File: config.mk
export PLATFORM = sky130hd
export DESIGN_NAME = uart_tx_flat
export DESIGN_NICKNAME = d
export VERILOG_FILES = /design/src/rtl/uart_pkg.sv /design/src/rtl/uart_tx_if.sv /design/src/rtl/uart_baud_gen.sv /design/src/rtl/uart_tx.sv /design/src/flat_wrapper.sv
export SDC_FILE = /design/constraint.sdc
export NUM_CORES = 1
export LEC_CHECK = 0
export BUFFER_PORTS_ARGS = -buffer_cell sky130_fd_sc_hd__buf_4
export CORE_ASPECT_RATIO = 1.25
export CORE_MARGIN = 2
export CORE_UTILIZATION = 52
export DETAILED_ROUTE_END_ITERATION = 8
export MAX_ROUTING_LAYER = met4
export PLACE_DENSITY_LB_ADDON = 0.3
export RECOVER_POWER = 100
export REMOVE_ABC_BUFFERS = 1
export SLEW_MARGIN = 0
export SYNTH_ARGS = -nofsm -noshare
export SYNTH_HDL_FRONTEND = slang
export SYNTH_SLANG_ARGS = --single-unit
File: constraint.sdc
create_clock -name clk -period 2.35 [get_ports clk]
set_input_delay 0.47 -clock clk [delete_from_list [all_inputs] [get_ports clk]]
set_output_delay 0.47 -clock clk [all_outputs]
set_load 0.02 [all_outputs]
File: src/rtl/uart_pkg.sv
// Shared UART definitions: FSM encodings, parity modes, default bit period.
// Also used by uart_rx.
`ifndef UART_PKG_SV
`define UART_PKG_SV
package uart_pkg;

  localparam logic [2:0] S_IDLE   = 3'd0;
  localparam logic [2:0] S_START  = 3'd1;
  localparam logic [2:0] S_DATA   = 3'd2;
  localparam logic [2:0] S_PARITY = 3'd3;
  localparam logic [2:0] S_STOP   = 3'd4;

  localparam int unsigned PARITY_NONE = 0;
  localparam int unsigned PARITY_EVEN = 1;
  localparam int unsigned PARITY_ODD  = 2;

  // 50 MHz system clock, 9600 baud
  localparam int unsigned DIV_DEFAULT = 5208;

  function automatic int unsigned cnt_width(input int unsigned n);
    return (n > 1) ? $clog2(n) : 1;
  endfunction

endpackage
`endif

File: src/rtl/uart_tx_if.sv
// Byte handshake between the device bus bridge (master) and the UART transmitter (slave).
interface uart_tx_if #(
  parameter int unsigned DATA_BITS = 8
);
  logic [DATA_BITS-1:0] tx_data;
  logic                 tx_valid;
  logic                 tx_ready;

  modport master (output tx_data, output tx_valid, input tx_ready);
  modport slave  (input tx_data, input tx_valid, output tx_ready);
endinterface

File: src/rtl/uart_baud_gen.sv
// Bit-period counter: counts 0..DIV-1, holds at DIV-1 until cleared; tick_c marks the last cycle.
module uart_baud_gen
  import uart_pkg::*;
#(
  parameter int unsigned DIV = DIV_DEFAULT
) (
  input  logic clk,
  input  logic rst_n,
  input  logic clear,
  output logic tick_c
);

  localparam int unsigned CW = cnt_width(DIV);

  logic [CW-1:0] cnt;

  assign tick_c = (cnt == CW'(DIV - 1));

  always_ff @(posedge clk or negedge rst_n) begin
    if (!rst_n) begin
      cnt <= '0;
    end else if (clear) begin
      cnt <= '0;
    end else if (!tick_c) begin
      cnt <= cnt + CW'(1);
    end
  end

endmodule

File: src/rtl/uart_tx.sv
// UART transmitter: start bit, LSB-first data, optional parity, stop bit; txd is a flop.
module uart_tx
  import uart_pkg::*;
#(
  parameter int unsigned DIV       = DIV_DEFAULT,
  parameter int unsigned DATA_BITS = 8,
  parameter int unsigned PARITY    = PARITY_NONE
) (
  input  logic         clk,
  input  logic         rst_n,
  uart_tx_if.slave     bus,
  output logic         txd,
  output logic         busy
);

  localparam int unsigned BW = cnt_width(DATA_BITS);

  logic [2:0]           state, state_nxt;
  logic [DATA_BITS-1:0] shift, shift_nxt;
  logic [BW-1:0]        bit_cnt, bit_nxt;
  logic                 txd_nxt;
  logic                 par_q, par_nxt;
  logic                 ready_q;
  logic                 accept_c, tick_c, baud_clr_c;

  assign bus.tx_ready = ready_q;
  assign accept_c     = bus.tx_valid && ready_q;
  // Restart the bit period on accept and on every bit boundary
  assign baud_clr_c   = accept_c || (tick_c && (state != S_IDLE));

  uart_baud_gen #(.DIV(DIV)) u_baud (
    .clk    (clk),
    .rst_n  (rst_n),
    .clear  (baud_clr_c),
    .tick_c (tick_c)
  );

  // Next-state and next-output logic
  always_comb begin
    state_nxt = state;
    shift_nxt = shift;
    bit_nxt   = bit_cnt;
    txd_nxt   = txd;
    par_nxt   = par_q;
    case (state)
      S_IDLE: begin
        if (accept_c) begin
          state_nxt = S_START;
          txd_nxt   = 1'b0;
          shift_nxt = bus.tx_data;
          bit_nxt   = '0;
          // Parity is taken from the captured byte since the shifter consumes it
          par_nxt   = (PARITY == PARITY_ODD) ? ~^bus.tx_data : ^bus.tx_data;
        end
      end
      S_START: begin
        if (tick_c) begin
          state_nxt = S_DATA;
          txd_nxt   = shift[0];
        end
      end
      S_DATA: begin
        if (tick_c) begin
          if (bit_cnt == BW'(DATA_BITS - 1)) begin
            if (PARITY != PARITY_NONE) begin
              state_nxt = S_PARITY;
              txd_nxt   = par_q;
            end else begin
              state_nxt = S_STOP;
              txd_nxt   = 1'b1;
            end
          end else begin
            shift_nxt = shift >> 1;
            txd_nxt   = shift[1];
            bit_nxt   = bit_cnt + BW'(1);
          end
        end
      end
      S_PARITY: begin
        if (tick_c) begin
          state_nxt = S_STOP;
          txd_nxt   = 1'b1;
        end
      end
      S_STOP: begin
        if (tick_c) begin
          state_nxt = S_IDLE;
          txd_nxt   = 1'b1;
        end
      end
      default: begin
        state_nxt = S_IDLE;
        txd_nxt   = 1'b1;
      end
    endcase
  end

  // State and datapath registers
  always_ff @(posedge clk or negedge rst_n) begin
    if (!rst_n) begin
      state   <= S_IDLE;
      shift   <= '0;
      bit_cnt <= '0;
      txd     <= 1'b1;
      par_q   <= 1'b0;
      ready_q <= 1'b1;
      busy    <= 1'b0;
    end else begin
      state   <= state_nxt;
      shift   <= shift_nxt;
      bit_cnt <= bit_nxt;
      txd     <= txd_nxt;
      par_q   <= par_nxt;
      ready_q <= (state_nxt == S_IDLE);
      busy    <= (state_nxt != S_IDLE);
    end
  end

endmodule

File: src/flat_wrapper.sv
// flat-port wrapper written by rule: the top's interface ports become plain ports
module uart_tx_flat import uart_pkg::*;
#(
  parameter int unsigned DIV       = DIV_DEFAULT,
  parameter int unsigned DATA_BITS = 8,
  parameter int unsigned PARITY    = PARITY_NONE
)
  (clk, rst_n, txd, busy, bus_tx_data, bus_tx_valid, bus_tx_ready);
  uart_tx_if #(.DATA_BITS(DATA_BITS)) bus_i ();
  input  logic clk;
  input  logic rst_n;
  output logic txd;
  output logic busy;
  input wire logic [$bits(bus_i.tx_data)-1:0] bus_tx_data;
  input wire logic [$bits(bus_i.tx_valid)-1:0] bus_tx_valid;
  output wire logic [$bits(bus_i.tx_ready)-1:0] bus_tx_ready;
  assign bus_i.tx_data = bus_tx_data;
  assign bus_i.tx_valid = bus_tx_valid;
  assign bus_tx_ready = bus_i.tx_ready;
  uart_tx #(.DIV(DIV), .DATA_BITS(DATA_BITS), .PARITY(PARITY)) u_core (.clk(clk), .rst_n(rst_n), .bus(bus_i), .txd(txd), .busy(busy));
endmodule
# Yosys cells after proc, flatten, opt, wreduce, memory -nomap -nowiden
# Cells that the tools add are included.
# totals
regBits	30
latch_bits	0
ramBits	0
rom_bits	0
in_bits	11
output_inout_bits	3
wordCells	55
mem_count	0
# op_classes
add_sub_neg	2
n_mul	0
div	0
magnitude_cmp	0
eq_ne	12
shift	0
muxes	23
bitwise	0
n_reduce_logical	11
# op_table
operator	count
2-to-1 mux 3 bit	9
2-to-1 mux 13 bit	2
2-to-1 mux 8 bit	3
case mux 8 bit (2 select lines)	1
case mux 3 bit (5 select lines)	1
adder 13 x 1 -> 13 bit, second input constant	1
equality test 13 bit, second input constant	1
inequality test 2 x 1 -> 1 bit, second input constant	4
AND reduction 4 bit	2
equality test 3 x 2 -> 1 bit, second input constant	2
equality test 3 bit, second input constant	2
logical NOT 3 bit	2
case mux 3 bit (2 select lines)	1
nonzero test 3 bit	2
2-to-1 mux 1 bit	5
inequality test 2 bit, second input constant	2
case mux 1 bit (4 select lines)	1
adder 3 x 1 -> 3 bit, second input constant	1
equality test 3 x 1 -> 1 bit, second input constant	1
logical AND 1 bit	2
nonzero test 2 bit	1
OR reduction 2 bit	1
logical OR 1 bit	1

# Logic depth before layout (Yosys ltp)
# Gate-level depths: netlist of run 1.
# depth
depth_word	5
ltp_mapped	7

# Modules after synthesis
# From an unflattened synthesis of run 1, not the netlist that was laid out.
# hier_totals
cells_unflattened	156
area_unflattened_um2	1609.0
# by_module_without_submodules
mod	instances	cells_per_inst	area_per_inst_um2	seq_area_each_um2
uart_tx	1	86	909.6	427.9
uart_baud_gen	1	70	699.4	325.3

# Least setup slack after synthesis of run 1
# Ideal clock, no wire load.
# synth_timing
path_type	reg-to-reg
from	register u_core.u_baud.cnt[9]
to	register u_core.bit_cnt[0]
t_arrival_ns	2.355
required_time_ns	2.225
slack_ns	-0.130
stages_incl_launch_ff	7
path_buffers	2
period_less_slack_ns	2.480
path_cell_list	dfrtp_1 -> or4b_1 -> or4b_1 -> buf_2 -> o41ai_4 -> buf_6 -> mux2_4
# synth_via
elab_chain_cells	3
# synth_lines
item	line_no	rtl
from (decl)	uart_baud_gen.sv:15	logic [CW-1:0] cnt;
from (signal assigned)	uart_baud_gen.sv:25	cnt <= cnt + CW'(1);
equality test 13 bit	uart_baud_gen.sv:17	assign tick_c = (cnt == CW'(DIV - 1));
inequality test 2 x 1 -> 1 bit (no source line)	-	
AND reduction 4 bit (no source line)	-	
to (signal assigned)	uart_tx.sv:111	bit_cnt <= bit_nxt;
to (decl)	uart_tx.sv:20	logic [BW-1:0] bit_cnt, bit_nxt;
# No other way between the ends.
# A chain may end at the register's enable or synchronous reset.

# Worst setup path after layout of run 1
# layout_timing
from	register u_core.u_baud.cnt[9]
to	register u_core.shift[7]
# layout_via
elab_chain_cells	3
# layout_lines
item	line_no	rtl
equality test 13 bit	uart_baud_gen.sv:17	
inequality test 2 x 1 -> 1 bit (no source line)	-	
AND reduction 4 bit (no source line)	-	
to (signal assigned)	uart_tx.sv:110	shift <= shift_nxt;
to (decl)	uart_tx.sv:19	logic [DATA_BITS-1:0] shift, shift_nxt;
# No other way between the ends.

==> results.txt, run 1 <==
- After detailed routing, the met2 layer carries 1.51 mm of wire.
- Power comes to 0.00143 W.
- Dominant cells by area after synthesis: sky130_fd_sc_hd__dfrtp_1 44%, sky130_fd_sc_hd__mux2_4 7.6%, sky130_fd_sc_hd__nor2_1 5.5%, sky130_fd_sc_hd__mux2_2 5.0%, sky130_fd_sc_hd__xnor2_1 4.4%
- The count of endpoints failing hold in the final timing report was 0.
- Row generation in the floorplan step produced 22 rows.
* Worst setup path end: u_core.shift[7]
- TritonCTS created 5 clock buffers.
- For this design the static power due to leakage is about 0.8 nW.
- After synthesis, the largest area contributor takes up 44.5% of total cell area.
* Vias after detailed routing: 1134
* Max Fanout on Critical Path: 10
- The clock drives 30 sinks.
- For the pin with the worst max-slew slack, the measured transition is 1.58 ns.
- CTS tree: built
* Part of the power in the clock network: 22.7%
* Count of placed standard cells in the final layout, fillers left out: 209
* Fraction of layout cells with a size suffix above 1: 27.2%
- Die extent in y: 65.5 um
- For this run, the number of Yosys warnings is 0.
- The initial antenna violation count was 0.
- Switching Power: 0.000461 W
* Setup repair after global routing missed its margin: true
* WHS: 0.488 ns
* Root buffer selected by CTS: sky130_fd_sc_hd__clkbuf_4
- Clock-pin slew was measured on the worst setup and hold paths at 0.10 ns.
- Sequential share of the synthesized area: 47.8%
* Count of hold buffers inserted by post-cts repair: 0
- Critical Path RT: between 2 and 3 ns
- Register-to-Register Path Depth: 5
- Entering global routing, the biggest net connects 31 pins.
- The final critical path takes up 99.5% of the cycle.
* Vias in the first global route: roughly 1.2k
* Cell accounting for the most synthesized area: sky130_fd_sc_hd__dfrtp_1
- Total placed cells including tap cells: 201
* DR pass1 iterations: 4
* Total negative slack for setup checks: 0 ns
- Post-DP HPWL: about 2.1 mm
- The checks that failed: capacitance limit, slew limit.
* HP Class: primary input to flip-flop
- The first global-routing pass estimated 5.22 mm of wire.
- In this run the most critical hold path is launched from bus_tx_data[2].
* Time the final worst path needs with I/O delays and setup: 2.34 ns
- Crit-path max cell delay: 0.57 ns
- 14 I/O pins were placed.
* Met1 wire length: 1.20 mm
- Among all stages on the critical path, the largest delay is contributed by sky130_fd_sc_hd__or4b_4.
- The most critical setup path has its startpoint at u_core.u_baud.cnt[9].
- In this run the power density over the cells is 781 mW/mm^2.
- Number of DRC markers after the initial detailed-route iteration: 17
- The clock passes through at most 2 buffers.
- The critical path runs through a total of 5 cells.
- Total of flip-flops plus latches after synthesis: 30
- Across the run, the number of max-cap violations was 1.
- After detailed routing, the average wire length per cell comes to 13.8 um.
* Wire length on met3: 134 um
- Launch instance of the worst register-to-register path: u_core.u_baud.cnt[9]
* Global-route congestion overflow total: 0
* Cell family with the largest share of critical-path delay: simple AND/OR/NAND/NOR gates
- Horizontal die dimension: 53.2 um
- Starting density of the core: approximately 54%
* Post-detailed-routing wire length: 2.89 mm
- Critical path buffers and inverters: 1
* Setup slack of the critical path after layout: roughly 0.011 ns
* VDD IR-drop max: 526 uV
* Count of unresolved DRC violations after routing: 0
- Highest achievable clock rate: 428 MHz
* Final setup viols: 0
* Critical path class: flip-flop to flip-flop
* Share of power burned in combinational logic: 25.9%
- The internal portion of the total power is 0.000969 W.
- Chain of cells forming the critical path: or4b_1 -> or4b_4 -> o41ai_4 -> buf_12 -> mux2_4
* Core region area: 0.00292 sq mm
- The highest metal layer carrying signal wires in the routed design is met4.
- Using the TritonRoute via totals, the vias-per-cell ratio works out to 5.43.
- For flop-to-flop paths, the worst setup slack is 0.01 ns.
- The netlist uses 36 different library cells.
- Overall routing resource usage: 21.2%
- The run finished, with violations left.
* Proportion of total power due to net switching: around a third
- At the end of the flow, the number of nets in the layout was 186.
- Clock latency at the later pin of the worst-skew pair: 0.33 ns
- The number of antenna diodes in the final layout is 0.
- Counting every instance in the synthesized netlist gives 149.
- Avg Synthesized Cell Area: 10.6 sq um
* Post-Synthesis Cell Area: 0.00158 sq mm
- Routability-driven placement finished with a final weighted congestion of 0.826.
- Registers are responsible for between 50% and 60% of the overall power.
- Arrival time at the worst endpoint: around 2.6 ns
- The worst setup path is captured at a flip-flop.
* R2R Path End: u_core.shift[7]
- Maximum clock skew at final layout: 0.00995 ns
- Worst slack, placed: -0.0962 ns
- The detail route stage leaves a number of antenna-violating nets equal to 0.
* Count of buffers from port buffering: 13
- The number of max-slew violations in the final report is 31.
- From synthesis to final layout, the design area changed by 16.2%.
* Normalized max-slew margin: -5.46%
* Filler Cells Inserted: 266
- STA classifies the critical path startpoint as a flip-flop.
- Die Outline Area: 0.00349 sq mm
- H-tree level count: 2
## state kept, by name, summed over array words and instances (netlist names)
register	count
u_core.txd	1
u_core.busy	1
u_core.bit_cnt	3
u_core.bus.tx_ready	1
u_core.state	3
u_core.shift	8
u_core.u_baud.cnt	13
## layer usage
metal	vias to the layer above	track usage (%)
met5	-	-
met4	0	7.69
met3	4	7.50
met2	29	34.3
li1	557	-
met1	544	23.8
## per-stage QoR
stage / cell area (sq um) / util [%]
2_1_floorplan: 1540 / -
3_3_place_gp: 1770 / 60.8
3_5_place_dp: 1770 / 60.8
4_1_cts: 1840 / 63.1
5_1_grt: 1830 / 62.7
6_report: 1830 / 62.7
## worst min-delay path, stage by stage
cell                     delay [ns]
sky130_fd_sc_hd__buf_4         0.07
sky130_fd_sc_hd__mux2_2        0.13
sky130_fd_sc_hd__mux2_4        0.12
## logic make-up after synthesis
family                     after synthesis  synth area share, %
muxes                                   19                 15.3
buffers and inverters                   14                 3.89
and+or+nand+nor                         58                 17.5
AOI/OAI and AO/OA                       16                 8.10
adders and majority gates                3                 2.38
xor gates and xnor gates                 9                 5.00
DFF                                     30                 47.8
## how the worst min path moves through the flow
stage / cells past startpoint / endpoint
global placement: 1 / u_core.busy
CTS: 1 / u_core.bit_cnt[2]
finish: 3 / u_core.shift[2]
floorplan: 0 / u_core.bit_cnt[0]
global route: 3 / u_core.shift[0]
detailed placement: 1 / u_core.u_baud.cnt[5]
## cells in the mapped netlist (all sizes together)
master and n:
nor4 2, o21bai 1, mux2i 2, and2 1, o21ai 2, buf 2, a22oi 2, nor2 23
or2 1, nor3 5, and3 1, nand3 5, nand2b 1, o31ai 2, inv 6, dfrtp 28
clkbuf 6, o21a 1, a21oi 3, nor2b 2, xnor2 8, o22ai 1, ha 3, a211oi 2
nand4b 2, nand4 1, mux2 17, dfstp 2, xor2 1, or4b 2, nand2 12, o41ai 1
o2111ai 1
## cells in the final DEF (no fill, tap or decap), types with 2 or more instances in the layout
master                      n
sky130_fd_sc_hd__mux2_2     7
sky130_fd_sc_hd__clkbuf_4   6
sky130_fd_sc_hd__inv_1      6
sky130_fd_sc_hd__nand2_1   12
sky130_fd_sc_hd__nor2_1    23
sky130_fd_sc_hd__clkbuf_1   4
sky130_fd_sc_hd__a22oi_1    2
sky130_fd_sc_hd__dfrtp_1   28
sky130_fd_sc_hd__nor2b_1    2
sky130_fd_sc_hd__a21oi_1    3
sky130_fd_sc_hd__nand4b_1   2
sky130_fd_sc_hd__o21ai_0    2
sky130_fd_sc_hd__mux2i_1    2
sky130_fd_sc_hd__o31ai_1    2
sky130_fd_sc_hd__a211oi_1   2
sky130_fd_sc_hd__nor4_1     2
sky130_fd_sc_hd__xnor2_1    8
sky130_fd_sc_hd__nand3_1    5
sky130_fd_sc_hd__mux2_4     9
sky130_fd_sc_hd__nor3_1     5
sky130_fd_sc_hd__ha_1       3
sky130_fd_sc_hd__buf_4     19
## power by group through the flow
stage | Sequential, W | Combinational [W] | Clock [W]
after floorplan | 0.000745 | 0.000244 | 0
after global placement | 0.000741 | 0.000362 | 0
after detailed placement | 0.000747 | 0.000376 | 0
after CTS | 0.000740 | 0.000383 | 0.000326
after global routing | 0.000757 | 0.000425 | 0.000361
final | 0.000735 | 0.000370 | 0.000324
## area by class of cell
type	instances	area [sq um]	share of cell area (%)
Clock buffer	7	55.1	3.01
Tap cell	36	45.0	2.46
Clock inverter	1	5.00	0.273
Inverter	6	22.5	1.23
Sequential cell	30	753	41.1
Timing Repair Buffer	24	181	9.91
Multi-Input combinational cell	105	768	42.0
## what timing repair did
action                                  4_1_cts  5_1_grt
resized for setup                             2        0
cloned                                        0        0
endpoints found under the setup margin       11       11
setup buffers                                 0        0
pin swaps                                     1        0
Power figures use the tool's default switching activity.
==> run 2: changes to the inputs <==
Settings changed: CORE_UTILIZATION 52 to 35.
==> run 2 against run 1 <==
  * The run ends with capacitance limit, slew limit, setup timing left
  * Worst setup slack worse by 0.020 ns
  * Count of clock-buffer cells in the layout unchanged
  * Power up 7.0%
  * Register-to-register slack worse by 0.02 ns
  * Global-route usage down 6.3 points
  * Wire length up 6.9%
  * Sequential share of layout area down 1.3 points
  * Largest power group unchanged
==> results.txt, run 2 (same netlist as run 1, synthesis figures left out) <==
- Final hold analysis gives a worst-case slack of 0.516 ns.
- For this design the ratio of total power to cell area is 810 mW/mm^2.
- After detailed routing, the met2 layer carries ~1.5 mm of wire.
* Final setup viols: 8
- Startpoint type of the worst setup path: flip-flop
- For this design the top-level I/O count stands at 14.
- Entering global routing, the biggest net connects 31 pins.
- Setup slack of the critical path after layout: -0.00905 ns
- The signal on the critical path passes through or4b_1 -> or4b_4 -> o41ai_4 -> buf_12 -> mux2_4.
- In this run the vertical extent of the chip is ~79 um.
* Count of unresolved DRC violations after routing: 0
* Layout-stage area growth over the synthesis result: 19.9%
* Leading registers by flop count: u_core.u_baud.cnt: 13 flops, u_core.shift: 8 flops
* Hold violation total from the final report: 0
* Root buffer selected by CTS: sky130_fd_sc_hd__clkbuf_8
- H-tree level count: 2
- Total placed cells including tap cells: 224
- Number of DRC markers after the initial detailed-route iteration: 80
* Launch instance of the worst register-to-register path: u_core.u_baud.cnt[9]
- Cts bufs inserted: 5
- Time the final worst path needs with I/O delays and setup: 2.36 ns
* Count of placed standard cells in the final layout, fillers left out: 231
* Critical path buffers and inverters: 1
* Clock latency at the later pin of the worst-skew pair: between 0.2 and 0.3 ns
- Routed wire length per instance: 13.4 um
* Number of rows created at floorplan: 27
- Antenna fix cells: 0
- Number of nets in the layout: 187
- Setup repair after global routing could not meet its margin everywhere.
- On the worst path, the slowest cell contributes a delay of 0.58 ns.
- Global-route congestion overflow total: 0
- Cells fill 43.4% of the core in the end.
* Vias per cell: around 5.0
- For this block, the via count after detailed routing is 1144.
- Clock Sinks: 30
- Post-route standard cell area excluding fillers: roughly 0.0019 sq mm
- TritonCTS built the clock tree.
- Arrival time at the worst endpoint: 2.52 ns
- Source of the worst hold timing path: u_core.shift[0]
- Maximum clock skew at final layout: 0.00645 ns
- After legalization and detailed placement, the total HPWL measured 2.20 mm.
- Final GP Congestion: between 0.8 and 0.9
* Normalized max-slew margin: -6.47%
- Summed over all cells, the static leakage comes to 0.826 nW.
- Vias in the first global route: approximately 1.2k
- Post-CTS Setup Bufs: 0
- Number of buffers between clock root and the deepest sink: 2
- Reg-to-reg setup timing slack: -0.009 ns
- The die is 64.0 um wide.
- Max-cap violations in this run came to 1.
- Cells with a size suffix above 1 make up 27.7% of the layout.
- In this run the worst path has a maximum fanout of 10.
* Fin. max-slew vios: 31
- STA classifies the critical path endpoint as a flip-flop.
- The filler cells instantiated in the layout total 428.
- The core region is 0.00436 sq mm.
- The largest individual stage delay along the critical path comes from the cell sky130_fd_sc_hd__or4b_4.
- Tightest Pin Transition: 1.60 ns
- VDD IR-drop max: 255 uV
- The path class of the tightest hold or removal check is flip-flop to flip-flop.
* Max FFs per register: 13
* Worst-path clk slew: about 0.060 ns
* Starting density of the core: 36.1%
* Overall routing resource usage: 14.9%
- The flow ran to the end, but the final reports show violations.
* Violated checks: capacitance limit, slew limit, setup timing
- Die Outline Area: around 0.0051 sq mm
- The critical path starts at u_core.u_baud.cnt[9].
- Once detail routing completed, the nets flagged for antenna violations numbered 0.
- Antenna violations before repair: 0
* Highest-count cells in the layout ignoring fill and taps: 28 x sky130_fd_sc_hd__dfrtp_1, 23 x sky130_fd_sc_hd__nor2_1, 20 x sky130_fd_sc_hd__buf_4
* Highest achievable clock rate: 424 MHz
- During placement, the flow inserted port buffers numbering 13.
- Tcrit/Tclk final: 100%
- Top routing layer used: met4
- Post-detailed-routing wire length: 3.09 mm
- After detailed routing, the wire length on met1 is 1.37 mm.
- STA puts the critical path data required time at ~2.5 ns.
* Leading cell type in the layout, fill and taps excluded: sky130_fd_sc_hd__dfrtp_1
- The first global-routing pass estimated 5.53 mm of wire.
- Cell family with the largest share of critical-path delay: simple AND/OR/NAND/NOR gates
* Register name with the most flops: u_core.u_baud.cnt
* Wire length on met3: 143 um
- Summing all placed instances gives a cell area of about 0.0018 sq mm.
- Critical path class: flip-flop to flip-flop
- DR pass1 iterations: 4
## run 2: area by class of cell
cell class | count | area (sq um) | area share, %
multi-input cells | 105 | 768 | 40.7
flip-flops and latches | 30 | 753 | 39.9
repair buffers | 25 | 186 | 9.87
clock buffers | 7 | 86.3 | 4.57
well taps | 58 | 72.6 | 3.84
inverters | 6 | 22.5 | 1.19
## run 2: path summary, 6_finish.rpt
check / to / cells after the start
max reg2reg: u_core.shift[4] / 5
max in group asynchronous: u_core.state[1] / 1
min reg2reg: u_core.shift[0] / 1
min: u_core.shift[0] / 1
min in group asynchronous: u_core.u_baud.cnt[12] / 1
max: u_core.shift[4] / 5
## run 2: through the flow
stage,setup TNS [ns],worst slack [ns],total power [W]
finish,-0.0423,-0.00905,0.00153
global route,-0.742,-0.0737,0.00164
CTS,-0.221,-0.0304,0.00157
detailed placement,-1.14,-0.131,0.00113
global placement,-0.640,-0.0862,0.00111
floorplan,-5.64,-0.554,0.000989
## run 2: power breakdown
part           internal, W  switching, W  leakage, nW
sequential        0.000639      0.000102        0.376
combinational     0.000189      0.000185        0.406
clock             0.000232      0.000183       0.0443
## run 2: repair_timing
action / 4_1_cts / 5_1_grt
pin swaps: 1 / 0
hold buffers: 0 / 0
setup endpoints to repair: 11 / 11
resized for setup: 2 / 0
hold endpoints to repair: 0 / 0
## run 2: routing by layer
layer	vias up	global-route usage (%)
li1	558	-
met1	557	17.6
met2	27	22.4
met3	2	4.96
met4	0	7.83
met5	-	-
